### src/rtl/div_pkg.sv
// Shared encodings for the iterative divide unit: funct3 codes, FSM states
// and helpers that classify an operation.
package div_pkg;

  localparam logic [2:0] F3_DIV  = 3'd4;
  localparam logic [2:0] F3_DIVU = 3'd5;
  localparam logic [2:0] F3_REM  = 3'd6;
  localparam logic [2:0] F3_REMU = 3'd7;

  typedef enum logic [2:0] {IDLE, PREP, CALC, FIX, DONE} state_t;

  function automatic logic f3_is_signed(input logic [2:0] f3);
    return (f3 == F3_DIV) || (f3 == F3_REM);
  endfunction

  // Unknown codes fall through as DIVU: unsigned, quotient selected.
  function automatic logic f3_is_rem(input logic [2:0] f3);
    return (f3 == F3_REM) || (f3 == F3_REMU);
  endfunction

endpackage

### src/rtl/div_step.sv
// One combinational restoring division step: shift the next dividend bit into
// the partial remainder, subtract the divisor if it fits, retire a quotient bit.
module div_step #(
  parameter int XLEN = 32
) (
  input  logic [XLEN:0]   i_rem,
  input  logic [XLEN-1:0] i_quo,
  input  logic [XLEN-1:0] i_div,
  output logic [XLEN:0]   o_rem,
  output logic [XLEN-1:0] o_quo
);

  logic [XLEN+1:0] w_shift;
  logic [XLEN:0]   w_sub;
  logic            w_fits;

  assign w_shift = {i_rem, i_quo[XLEN-1]};
  assign w_fits  = (w_shift >= {2'b00, i_div});
  assign w_sub   = w_shift[XLEN:0] - {1'b0, i_div};
  assign o_rem   = w_fits ? w_sub : w_shift[XLEN:0];
  assign o_quo   = {i_quo[XLEN-2:0], w_fits};

endmodule

### src/rtl/div_unit_iter.sv
// Iterative RISC-V DIV/DIVU/REM/REMU unit retiring STEPS quotient bits per
// cycle; result is held on the CDB interface until granted or flushed.
module div_unit_iter
  import div_pkg::*;
#(
  parameter int XLEN  = 32,
  parameter int TAG_W = 6,
  parameter int STEPS = 1
) (
  input  logic             clk,
  input  logic             rst,
  input  logic             queue_en,
  input  logic [XLEN-1:0]  op1,
  input  logic [XLEN-1:0]  op2,
  input  logic [2:0]       funct3,
  input  logic [TAG_W-1:0] tag_in,
  input  logic             tag_in_valid,
  input  logic             flush,
  input  logic             cdb_grant,
  output logic [XLEN-1:0]  res,
  output logic [TAG_W-1:0] tag_out,
  output logic             tag_out_valid,
  output logic             busy
);

  localparam int ITERS = XLEN / STEPS;
  localparam int CNT_W = $clog2(ITERS + 1);

  state_t             r_state, w_next_state;
  logic [XLEN-1:0]    r_op1, r_op2, r_quo, r_div, r_res;
  logic [XLEN:0]      r_rem;
  logic [2:0]         r_funct3;
  logic [TAG_W-1:0]   r_tag;
  logic [CNT_W-1:0]   r_count;
  logic               r_neg_q, r_neg_r;

  logic               w_accept, w_signed, w_is_rem, w_op1_neg, w_op2_neg;
  logic               w_div_zero, w_ovf, w_special;
  logic [XLEN-1:0]    w_mag1, w_mag2, w_special_res, w_quo_fix, w_rem_fix;
  logic [XLEN:0]      w_rem_chain [STEPS+1];
  logic [XLEN-1:0]    w_quo_chain [STEPS+1];

  assign w_accept   = (r_state == IDLE) && queue_en && tag_in_valid && !flush;
  assign w_signed   = f3_is_signed(r_funct3);
  assign w_is_rem   = f3_is_rem(r_funct3);
  assign w_op1_neg  = w_signed & r_op1[XLEN-1];
  assign w_op2_neg  = w_signed & r_op2[XLEN-1];
  // Negating the most-negative value yields itself, which reads as 2^(XLEN-1) unsigned.
  assign w_mag1     = w_op1_neg ? -r_op1 : r_op1;
  assign w_mag2     = w_op2_neg ? -r_op2 : r_op2;
  assign w_div_zero = (r_op2 == '0);
  assign w_ovf      = w_signed && (r_op1 == {1'b1, {(XLEN-1){1'b0}}}) && (r_op2 == '1);
  assign w_special  = w_div_zero | w_ovf;
  assign w_special_res = w_div_zero ? (w_is_rem ? r_op1 : '1)
                                    : (w_is_rem ? '0 : r_op1);
  assign w_quo_fix  = r_neg_q ? -r_quo : r_quo;
  assign w_rem_fix  = r_neg_r ? -r_rem[XLEN-1:0] : r_rem[XLEN-1:0];

  assign w_rem_chain[0] = r_rem;
  assign w_quo_chain[0] = r_quo;
  for (genvar gi = 0; gi < STEPS; gi++) begin : g_step
    div_step #(.XLEN(XLEN)) u_step (
      .i_rem (w_rem_chain[gi]),
      .i_quo (w_quo_chain[gi]),
      .i_div (r_div),
      .o_rem (w_rem_chain[gi+1]),
      .o_quo (w_quo_chain[gi+1])
    );
  end

  always_ff @(posedge clk or negedge rst) begin
    if (!rst) r_state <= IDLE;
    else      r_state <= w_next_state;
  end

  always_comb begin
    w_next_state = r_state;
    if (flush) begin
      w_next_state = IDLE;
    end else begin
      case (r_state)
        IDLE:    if (queue_en && tag_in_valid) w_next_state = PREP;
        PREP:    w_next_state = w_special ? DONE : CALC;
        CALC:    if (r_count == CNT_W'(1)) w_next_state = FIX;
        FIX:     w_next_state = DONE;
        DONE:    if (cdb_grant) w_next_state = IDLE;
        default: w_next_state = IDLE;
      endcase
    end
  end

  always_ff @(posedge clk or negedge rst) begin
    if (!rst) begin
      r_op1    <= '0;
      r_op2    <= '0;
      r_funct3 <= '0;
      r_tag    <= '0;
      r_quo    <= '0;
      r_rem    <= '0;
      r_div    <= '0;
      r_res    <= '0;
      r_count  <= '0;
      r_neg_q  <= 1'b0;
      r_neg_r  <= 1'b0;
    end else begin
      case (r_state)
        IDLE: if (w_accept) begin
          r_op1    <= op1;
          r_op2    <= op2;
          r_funct3 <= funct3;
          r_tag    <= tag_in;
        end
        PREP: begin
          r_neg_q <= w_op1_neg ^ w_op2_neg;
          r_neg_r <= w_op1_neg;
          r_quo   <= w_mag1;
          r_div   <= w_mag2;
          r_rem   <= '0;
          r_count <= CNT_W'(ITERS);
          r_res   <= w_special_res;
        end
        CALC: begin
          r_rem   <= w_rem_chain[STEPS];
          r_quo   <= w_quo_chain[STEPS];
          r_count <= r_count - CNT_W'(1);
        end
        FIX:     r_res <= w_is_rem ? w_rem_fix : w_quo_fix;
        default: ;
      endcase
    end
  end

  assign tag_out_valid = (r_state == DONE);
  assign res           = tag_out_valid ? r_res : '0;
  assign tag_out       = tag_out_valid ? r_tag : '0;
  assign busy          = (r_state != IDLE);

endmodule

### config.mk
export PLATFORM = sky130hd
export DESIGN_NAME = div_unit_iter
export DESIGN_NICKNAME = d
export VERILOG_FILES = /design/src/rtl/div_pkg.sv /design/src/rtl/div_step.sv /design/src/rtl/div_unit_iter.sv
export SDC_FILE = /design/constraint.sdc
export NUM_CORES = 1
export LEC_CHECK = 0
export CAP_MARGIN = 10
export CORE_MARGIN = 4
export CORE_UTILIZATION = 55
export DETAILED_ROUTE_END_ITERATION = 12
export PLACE_DENSITY = 0.78
export SLEW_MARGIN = 0
export SYNTH_ARGS = -nofsm -noshare
export SYNTH_HDL_FRONTEND = slang
export SYNTH_SLANG_ARGS = --single-unit
### constraint.sdc
create_clock -name clk -period 5.75 [get_ports clk]
set_input_delay 1.15 -clock clk [delete_from_list [all_inputs] [get_ports clk]]
set_output_delay 1.15 -clock clk [all_outputs]
set_load 0.01 [all_outputs]
Word-level counts from Yosys, hierarchy flattened
Index checks and enable logic that the tools add are counted.
- register bits after elaboration: 213
- input bits: 79
- logic and storage cells: 73
- add/sub/neg operators: 6
- magnitude comparators: 1
- equal/unequal tests: 13
- multiplexer cells: 21
- bitwise gates (word level): 4
- reduce and logical (&&, ||, !) cells: 16
- operators by type and width (kind ; number):
    32-bit 2-to-1 mux ; 9
    32-bit negation ; 4
    32-bit one-hot mux with 2 select lines ; 2
    33-bit one-hot mux with 2 select lines ; 1
    32-bit equality test (second input constant) ; 2
    34-bit by 32-bit >= comparator with 1-bit output ; 1
    33-bit 2-to-1 mux ; 1
    33-bit by 32-bit subtractor with 33-bit output ; 1
    32-bit logical NOT ; 1
    3-bit 2-to-1 mux ; 5
    3-bit one-hot mux with 5 select lines ; 1
    3-bit equality test (second input constant) ; 4
    6-bit one-hot mux with 2 select lines ; 1
    3-bit by 2-bit equality test with 1-bit output (second input constant) ; 2
    6-bit by 1-bit equality test with 1-bit output (second input constant) ; 1
    1-bit logical AND ; 6
    6-bit 2-to-1 mux ; 1
    3-bit != test (second input constant) ; 2
    6-bit by 1-bit subtractor with 6-bit output (second input constant) ; 1
    2-bit nonzero test ; 2
    3-bit by 1-bit equality test with 1-bit output (second input constant) ; 1
    3-bit logical NOT ; 1
    3-bit by 2-bit != test with 1-bit output (second input constant) ; 1
    3-bit AND reduction ; 1
    other kinds (7) ; 9

Longest topological paths before layout
Gate-level depths: netlist of the first run.
- depth in word-level cells: 8
- depth in mapped cells: 14

Hierarchy
Synthesis of the first run repeated with hierarchy kept, for this count alone.
- cell total of the unflattened synthesis: 1609
- area, all modules: 14528.9 um^2
- by module, submodules not included (module ; instances ; cells an instance ; area an instance (um^2) ; sequential area each (um^2)):
    div_unit_iter ; 1 ; 1245 ; 11946.5 ; 5330.1
    div_step ; 1 ; 364 ; 2582.5 ; 0.0

Worst setup path after synthesis of the first run
OpenSTA, ideal clock, no wires.
- path type: reg2reg
- from: register r_quo[31]
- to: register r_rem[15]
- library setup time: 133 ps
- data arrival time: 3153 ps
- path slack: 2464 ps
- stages on the path, launching flop included: 15
- buffers on the path: 2
- cell sequence: dfrtp_1 > inv_1 > ha_1 > inv_1 > fa_1 > a211oi_1 > o21ai_0 > a2111oi_2 > o211ai_1 > a21o_1 > a21o_1 > buf_2 > buf_2 > mux2i_1 > o21ai_0
- word-level cells in the longest chain between the ends: 3
- elaborated cells between the ends (all ways): 4
- classes of those cells: 1 x add/sub; 1 x order compare; 2 x mux
- ends and longest elaborated chain (item ; line ; source):
    start, declared ; div_unit_iter.sv:30 ; logic [XLEN-1:0] r_op1, r_op2, r_quo, r_div, r_res;
    start signal, assigned ; div_unit_iter.sv:116 ; r_quo <= w_mag1;
    start signal, assigned ; div_unit_iter.sv:124 ; r_quo <= w_quo_chain[STEPS];
    33-bit by 32-bit subtractor with 33-bit output / 34-bit by 32-bit >= comparator with 1-bit output (equally long branches) ; div_step.sv:19, div_step.sv:18 ;
    33-bit 2-to-1 mux * ; div_step.sv:20 ; assign o_rem = w_fits ? w_sub : w_shift[XLEN:0];
    33-bit one-hot mux with 2 select lines * ; div_unit_iter.sv:106 ; case (r_state)
    end signal, assigned ; div_unit_iter.sv:123 ; r_rem <= w_rem_chain[STEPS];
    end, declared ; div_unit_iter.sv:31 ; logic [XLEN:0] r_rem;
Mark *: on every way between the ends. The rest lies on a longest branch, timed or not.
A chain may end at the register's enable or synchronous reset.

Final worst setup path of the first run
- from: register r_op2[14]
- to: register r_res[17]
- word-level cells in the longest chain between the ends: 3
- ends and longest elaborated chain (item ; line ; source):
    start, declared ; div_unit_iter.sv:30 ;
    start signal, assigned ; div_unit_iter.sv:109 ; r_op2 <= op2;
    32-bit logical NOT ; div_unit_iter.sv:51 ; assign w_div_zero = (r_op2 == '0);
    32-bit 2-to-1 mux ; div_unit_iter.sv:54 ; assign w_special_res = w_div_zero ? (w_is_rem ? r_op1 : '1)
    32-bit one-hot mux with 2 select lines ; div_unit_iter.sv:106 ;
    end signal, assigned ; div_unit_iter.sv:120 ; r_res <= w_special_res;
    end signal, assigned ; div_unit_iter.sv:127 ; FIX: r_res <= w_is_rem ? w_rem_fix : w_quo_fix;
    end, declared ; div_unit_iter.sv:30 ;
No other way between the ends.

==> metrics.csv, run 1 <==
metric,value,unit
path_clk_slew,60,ps
num-fill-cells,2005,
grt_max_degree,121,
ys_warn_count,0,
vdd_ir_drop_max,329,uV
drv_slew,0,
grt_usage,27.9,%
ys_seq_elements,213,
cts_resized,0,
root_buffer,clkbuf_16,
yosys.area.top_type,dfrtp_1,
coreArea,24500,um2
seq_area_frac_synth,38.8,%
power.leakage,0.00668,uW
cp.arrival,4770,ps
power.total,9420,uW
dr_wl_met3,2960,um
synthFlopType,dfrtp_1,
clk_latency,530,ps
seq_power_share,32.1,%
wl_per_cell,20.2,um
swShare,45.1,%
syn_avg_cell_area,8.89,um2
hold_path.class,reg2reg,
crit_path_max_fanout,12,
wl_met2,18300,um
antenna_found_initial,0,
finalNonFillerCells,1952,
setup_tns,0,ps
crit_required,6210,ps
io-pin-count,119,
timing.hold.ws,474,ps
drc,0,
drv_cap,0,
met1_length,16900,um
dp_hpwl,27800,um
post_cts_buffers,0,
syn_to_final_growth,16.3,%
rows,57,
crit_path_start_kind,flip-flop,
die_height,166,um
cts_buffers,25,
cts_sinks,213,
crit_start,r_op2[14]$_DFFE_PN0P_,
drive_above_1_share,8.91,%
clock_power_share,18.0,%
r2r_cells,8,
min_period_over_period,75.1,%
highest_layer,met4,
vias_per_cell,6.26,
dp.cells,1909,
critical_path_class,reg2reg,
power_density,590,nW/um2
crit_family,simple AND/OR/NAND/NOR gates,
grt-ovfl-total,0,
place_congestion,0.908,
die-area,27600,um2
cts_tree,yes,
dr.first_iter.drc_count,1096,
drt-total-wl,39500,um
hold_start,r_res[10]$_DFFE_PN0P_,
tightestPinTransition,1150,ps
syn_area,13700,um2
vias,12220,
hold_buffers,0,
grt_pass1_wl,64100,um
synth_nets,1664,
io_buffers,118,
critPathBufInv,0,
start_util,56.1,%
rsz0062_at_grt,no,
finalCriticalPeriod,4320,ps
synth-edff-count,0,
clock_path_buffers,3,
p_int,5170,uW
async_reset_ff_share,100,%
setup_viol,0,
dr.pass1.iters,5,
die_w,166,um
path_depth,8,
fmax,232,MHz
grt_pass1_vias,11946,
synth_area_leaders,"dfrtp_1, o21ai_0, mux2_2",
fin_worst_skew,16.5,ps
combPwrFrac,49.9,%
p_switching,4250,uW
ant_nets,0,
synth_cells,1545,
fin_nets,1731,
crit_slowest_cell,nor3_1,
htreeDepth,1,
r2r-start,r_op2[14]$_DFFE_PN0P_,
status,finished clean,
yosysTopAreaCellShare,38.8,%
relSlewSlack,23.1,%
ys_types,76,
whs_path_depth,2,
path_cells,"or4_1, nor4_1, nand4_1, nor3_1, nand2b_1, and2_1, o21ai_0, nand3_1",
crit_path_end_kind,flip-flop,
finalHoldViolations,0,
cpPeakStageDelay,730,ps
n_antenna_cell,0,
-- worst paths after layout --
kind                                          to  slack, ps
setup / recovery           r_res[17]$_DFFE_PN0P_       1430
hold / removal             r_res[10]$_DFFE_PN0P_        470
setup reg to reg           r_res[17]$_DFFE_PN0P_       1430
hold reg to reg            r_res[10]$_DFFE_PN0P_        470
max in group asynchronous   r_op1[8]$_DFFE_PN0P_       3860
min in group asynchronous  r_op2[10]$_DFFE_PN0P_        790
-- cells in the final DEF, fill, tap and decap left out, types with 6 or more instances in the layout --
| cell | instances |
|---|---|
| a211oi_1 | 9 |
| a21o_1 | 23 |
| a21oi_1 | 88 |
| a22oi_1 | 32 |
| a31oi_1 | 20 |
| a32oi_1 | 11 |
| and2_1 | 45 |
| and3_1 | 12 |
| buf_4 | 13 |
| clkbuf_16 | 25 |
| clkbuf_8 | 7 |
| clkdlybuf4s50_1 | 117 |
| dfrtp_1 | 213 |
| ha_1 | 39 |
| inv_1 | 57 |
| mux2_2 | 64 |
| mux2i_1 | 19 |
| nand2_1 | 150 |
| nand2b_1 | 10 |
| nand3_1 | 31 |
| nand4_1 | 12 |
| nor2_1 | 69 |
| nor2b_1 | 6 |
| nor3_1 | 27 |
| nor4_1 | 15 |
| o211ai_1 | 17 |
| o21a_1 | 7 |
| o21ai_0 | 192 |
| o21bai_1 | 7 |
| o31a_1 | 6 |
| o31ai_1 | 23 |
| o41ai_1 | 13 |
| or2_2 | 6 |
| or3_1 | 19 |
| or4_1 | 13 |
| xnor2_1 | 69 |
| xor2_1 | 74 |
-- power groups by stage --
| stage | logic, uW | clock network [uW] | registers, uW |
|---|---|---|---|
| 2_1_floorplan | 3680 | 0 | 2650 |
| 3_3_place_gp | 4480 | 0 | 2980 |
| 3_5_place_dp | 4590 | 0 | 3010 |
| 4_1_cts | 4640 | 1720 | 2990 |
| 5_1_grt | 5200 | 1790 | 3110 |
| 6_report | 4700 | 1700 | 3020 |
-- per-stage QoR --
| step | setup WS [ps] | cell area [um2] | util, % |
|---|---|---|---|
| floorplan | 2460 | 13700 | - |
| global placement | 1740 | 15100 | 61.7 |
| detailed placement | 1650 | 15100 | 61.7 |
| CTS | 1590 | 16000 | 65.3 |
| global route | 1240 | 16000 | 65.3 |
| finish | 1430 | 16000 | 65.3 |
-- worst reg2reg max path: stages, from the launching register on --
cell and delay (ps):
dfrtp_1 450, or4_1 590, nor4_1 660, nand4_1 380, nor3_1 730, nand2b_1 480, and2_1 620, o21ai_0 200
nand3_1 130
-- layer usage --
metal  vias up  global-route usage, %
met4         0                   8.68
met3        93                   4.33
met2       532                   44.8
met5         -                      0
li1       5696                      -
met1      5899                   39.2
-- logic make-up (layout without fill, tap and decap cells) --
logic type | count (synthesis) | after routing | synth area share, %
buffers and inverters | 150 | 233 | 4.30
AO/OA/AOI/OAI | 479 | 479 | 21.6
adder cells (fa/ha/maj) | 42 | 42 | 3.85
AND/OR/NAND/NOR | 435 | 435 | 15.7
multiplexers | 83 | 83 | 6.63
flip-flops | 213 | 213 | 38.8
XOR/XNOR | 143 | 143 | 9.12
-- area by class of cell --
class / count / area (um2) / share of cell area [%]
flip-flops and latches: 213 / 5330 / 33.4
clock buffers: 33 / 716 / 4.48
multi-input cells: 1182 / 7840 / 49.1
clock inverters: 10 / 163 / 1.02
inverters: 58 / 218 / 1.36
repair buffers: 132 / 1300 / 8.15
well taps: 324 / 405 / 2.54
-- cells in the mapped netlist, drive strengths merged (9+ instances only) --
cell type,instances
dfrtp,213
o21ai,194
nand2,150
a21oi,89
clkbuf,82
xor2,74
nor2,70
xnor2,69
mux2,64
inv,57
and2,47
ha,39
a22oi,32
nand3,31
nor3,28
a21o,23
o31ai,23
a31oi,20
mux2i,19
or3,19
o211ai,17
or4,17
nor4,16
o41ai,14
and3,12
nand4,12
a32oi,11
nand2b,11
buf,10
a211oi,9
-- sequential cells by signal, indices dropped and copies added, names as in the netlist --
register  cells
r_tag         6
r_op1        32
r_neg_q       1
r_count       6
r_quo        32
r_rem        33
r_funct3      3
r_div        32
r_state       3
r_res        32
r_op2        32
r_neg_r       1
(Power assumes the default switching activity.)
==> run 2, diff against run 1 <==
--- a/config.mk
+++ b/config.mk
@@ -7,9 +7,9 @@
 export LEC_CHECK = 0
 export CAP_MARGIN = 10
 export CORE_MARGIN = 4
-export CORE_UTILIZATION = 55
+export CORE_UTILIZATION = 53
 export DETAILED_ROUTE_END_ITERATION = 12
-export PLACE_DENSITY = 0.78
+export PLACE_DENSITY = 0.79
 export SLEW_MARGIN = 0
 export SYNTH_ARGS = -nofsm -noshare
 export SYNTH_HDL_FRONTEND = slang
==> constraint.sdc (replaced) <==
create_clock -name clk -period 3.9 [get_ports clk]
set_input_delay 0.78 -clock clk [delete_from_list [all_inputs] [get_ports clk]]
set_output_delay 0.78 -clock clk [all_outputs]
set_load 0.01 [all_outputs]
==> run 2 against run 1 <==
Worst hold slack worse by 160 ps. Non-clock buffer count up 18. Critical path depth increased by 5. Clock power increased by 27%. Final cell count increased by 1.2%.
==> metrics.csv, run 2 (synthesis results as in run 1) <==
metric,value,unit,change
dr.pass1.iters,5,,unchanged
tightestPinTransition,1040,ps,-105 ps
drv_slew,0,,unchanged
design_area,16000,um2,+0.20%
place_congestion,0.944,,+3.9%
vias_per_cell,6.24,,-0.39%
io-pin-count,119,,unchanged
htreeDepth,1,,unchanged
finalCriticalPeriod,3570,ps,-747 ps
power_density,853,nW/um2,+45%
multi_input_area,7860,um2,+0.26%
p_switching,6250,uW,+47%
timing.hold.ws,314,ps,-160 ps
grt_pass1_vias,11805,,-1.2%
dp_hpwl,28000,um,+0.88%
max_flop_register,r_rem,,
cts_tree,yes,,
grt-ovfl-total,0,,unchanged
p_int,7400,uW,+43%
start_util,54.2,%,-1.9 points
rsz0062_at_grt,no,,
ant_nets,0,,unchanged
grt_max_degree,108,,-11%
finalHoldViolations,0,,unchanged
setup_viol,0,,unchanged
root_buffer,clkbuf_16,,
power.leakage,0.00670,uW,+0.39%
swShare,45.8,%,+0.70 points
wl_met2,17800,um,-2.8%
highest_layer,met4,,
cts_buffers,24,,-4.0%
placed_area,15200,um2,+1.0%
fin_worst_skew,22.9,ps,+6.37 ps
die_w,169,um,+1.8%
status,finished clean,,
grt_pass1_wl,63100,um,-1.6%
place_ws,188,ps,-1460 ps
crit_path_end_kind,flip-flop,,
dr.first_iter.drc_count,1192,,+8.8%
die-area,28500,um2,+3.6%
fmax,280,MHz,+21%
vias,12316,,+0.79%
coreArea,25300,um2,+3.5%
grt_usage,26.9,%,-1.0 points
min_period_over_period,91.5,%,+16 points
hold_path.class,in2async,,
io_buffers,118,,unchanged
n_antenna_cell,0,,unchanged
setup_tns,0,ps,unchanged
final-seq-area,5330,um2,unchanged
crit_required,4250,ps,-1960 ps
layout_commonest_cell,dfrtp_1,,
die_height,169,um,+1.8%
vdd_ir_drop_max,392,uV,+19%
clk_latency,530,ps,about the same
finalWorstSetupSlack,330,ps,-1100 ps
met1_length,16600,um,-1.9%
dr_wl_met3,3220,um,+8.8%
drc,0,,unchanged
combPwrFrac,52.0,%,+2.1 points
fin_nets,1748,,+0.98%
relSlewSlack,30.3,%,+7.2 points
largest_register_ffs,33,,unchanged
syn_to_final_growth,16.6,%,
antenna_found_initial,0,,unchanged
clock_power_share,15.8,%,-2.2 points
power.total,13700,uW,+45%
crit_path_max_fanout,10,,-2
cp.arrival,3920,ps,-850 ps
layout_common_cells,"dfrtp_1, o21ai_0, nand2_1",,
rows,58,,+1.8%
drt-total-wl,39000,um,-1.3%
cts_sinks,213,,unchanged
crit_path_start_kind,flip-flop,,
drive_above_1_share,9.48,%,+0.58 points
critical_path_class,reg2reg,,
clock_path_buffers,3,,unchanged
wl_per_cell,19.8,um,-2.4%
path_clk_slew,60,ps,about the same
num-fill-cells,2065,,+3.0%
drv_cap,0,,unchanged
seq_power_share,32.2,%,about the same
run 2: worst paths after layout:
check                                         to  slack [ps]             startpoint  cells after the start
max                        r_rem[23]$_DFFE_PN0P_         330  r_quo[31]$_DFFE_PN0P_                     13
min                        r_op2[18]$_DFFE_PN0P_         310                    rst                      1
max reg2reg                r_rem[23]$_DFFE_PN0P_         330  r_quo[31]$_DFFE_PN0P_                     13
min reg2reg                r_res[10]$_DFFE_PN0P_         470  r_res[10]$_DFFE_PN0P_                      2
max in group asynchronous   r_tag[1]$_DFFE_PN0P_        2600                    rst                      2
min in group clk           r_res[10]$_DFFE_PN0P_         470  r_res[10]$_DFFE_PN0P_                      2
run 2: layout make-up:
cell class	instances	area share, %
inverter	58	1.36
clock buffer	37	4.37
sequential	213	33.3
multi-input combinational	1182	49.1
timing repair buffer	150	9.06
clock inverter	5	0.227
tap	330	2.58
run 2: power groups by stage:
stage	sequential, uW	clock, uW	combinational, uW
finish	4390	2160	7110
global route	4530	2260	7850
CTS	4350	2180	6970
detailed placement	4380	0	6910
global placement	4340	0	6730
floorplan	3900	0	5430
run 2: layer usage:
| metal | vias up | track usage (%) |
|---|---|---|
| li1 | 5734 | - |
| met1 | 5946 | 38.0 |
| met2 | 554 | 42.1 |
| met3 | 82 | 4.62 |
| met4 | 0 | 9.03 |
| met5 | - | 0 |
run 2: repair_timing:
| item | in CTS | in global routing |
|---|---|---|
| buffers inserted | 0 | 0 |
| hold buffers | 0 | 0 |
| endpoints found under the setup margin | 0 | 9 |
| hold endpoints to repair | 0 | 0 |
| gates resized for setup | 0 | 2 |
run 2: worst max-delay path, cell delays in order, from the launching register on:
cell and delay [ps]:
dfrtp_1 420, inv_1 110, ha_1 170, inv_1 60, fa_1 420, a211oi_1 310, o21ai_0 200, a2111oi_4 490
o211ai_1 190, a21o_1 280, a21oi_4 310, buf_4 230, o31a_1 140, o21ai_0 70
run 2: through the flow:
step,util [%],cells
floorplan,-,1545
global placement,60.2,1933
detailed placement,60.2,1933
CTS,63.1,1975
global route,63.2,1975
finish,63.2,1975
==> run 3, diff against run 2 <==
--- a/config.mk
+++ b/config.mk
@@ -10,6 +10,7 @@
 export CORE_UTILIZATION = 53
 export DETAILED_ROUTE_END_ITERATION = 12
 export PLACE_DENSITY = 0.79
+export SKIP_LAST_GASP = 1
 export SLEW_MARGIN = 0
 export SYNTH_ARGS = -nofsm -noshare
 export SYNTH_HDL_FRONTEND = slang
==> results of run 3 <==
No change in the layout: final DEF, timing and power equal those of run 2.
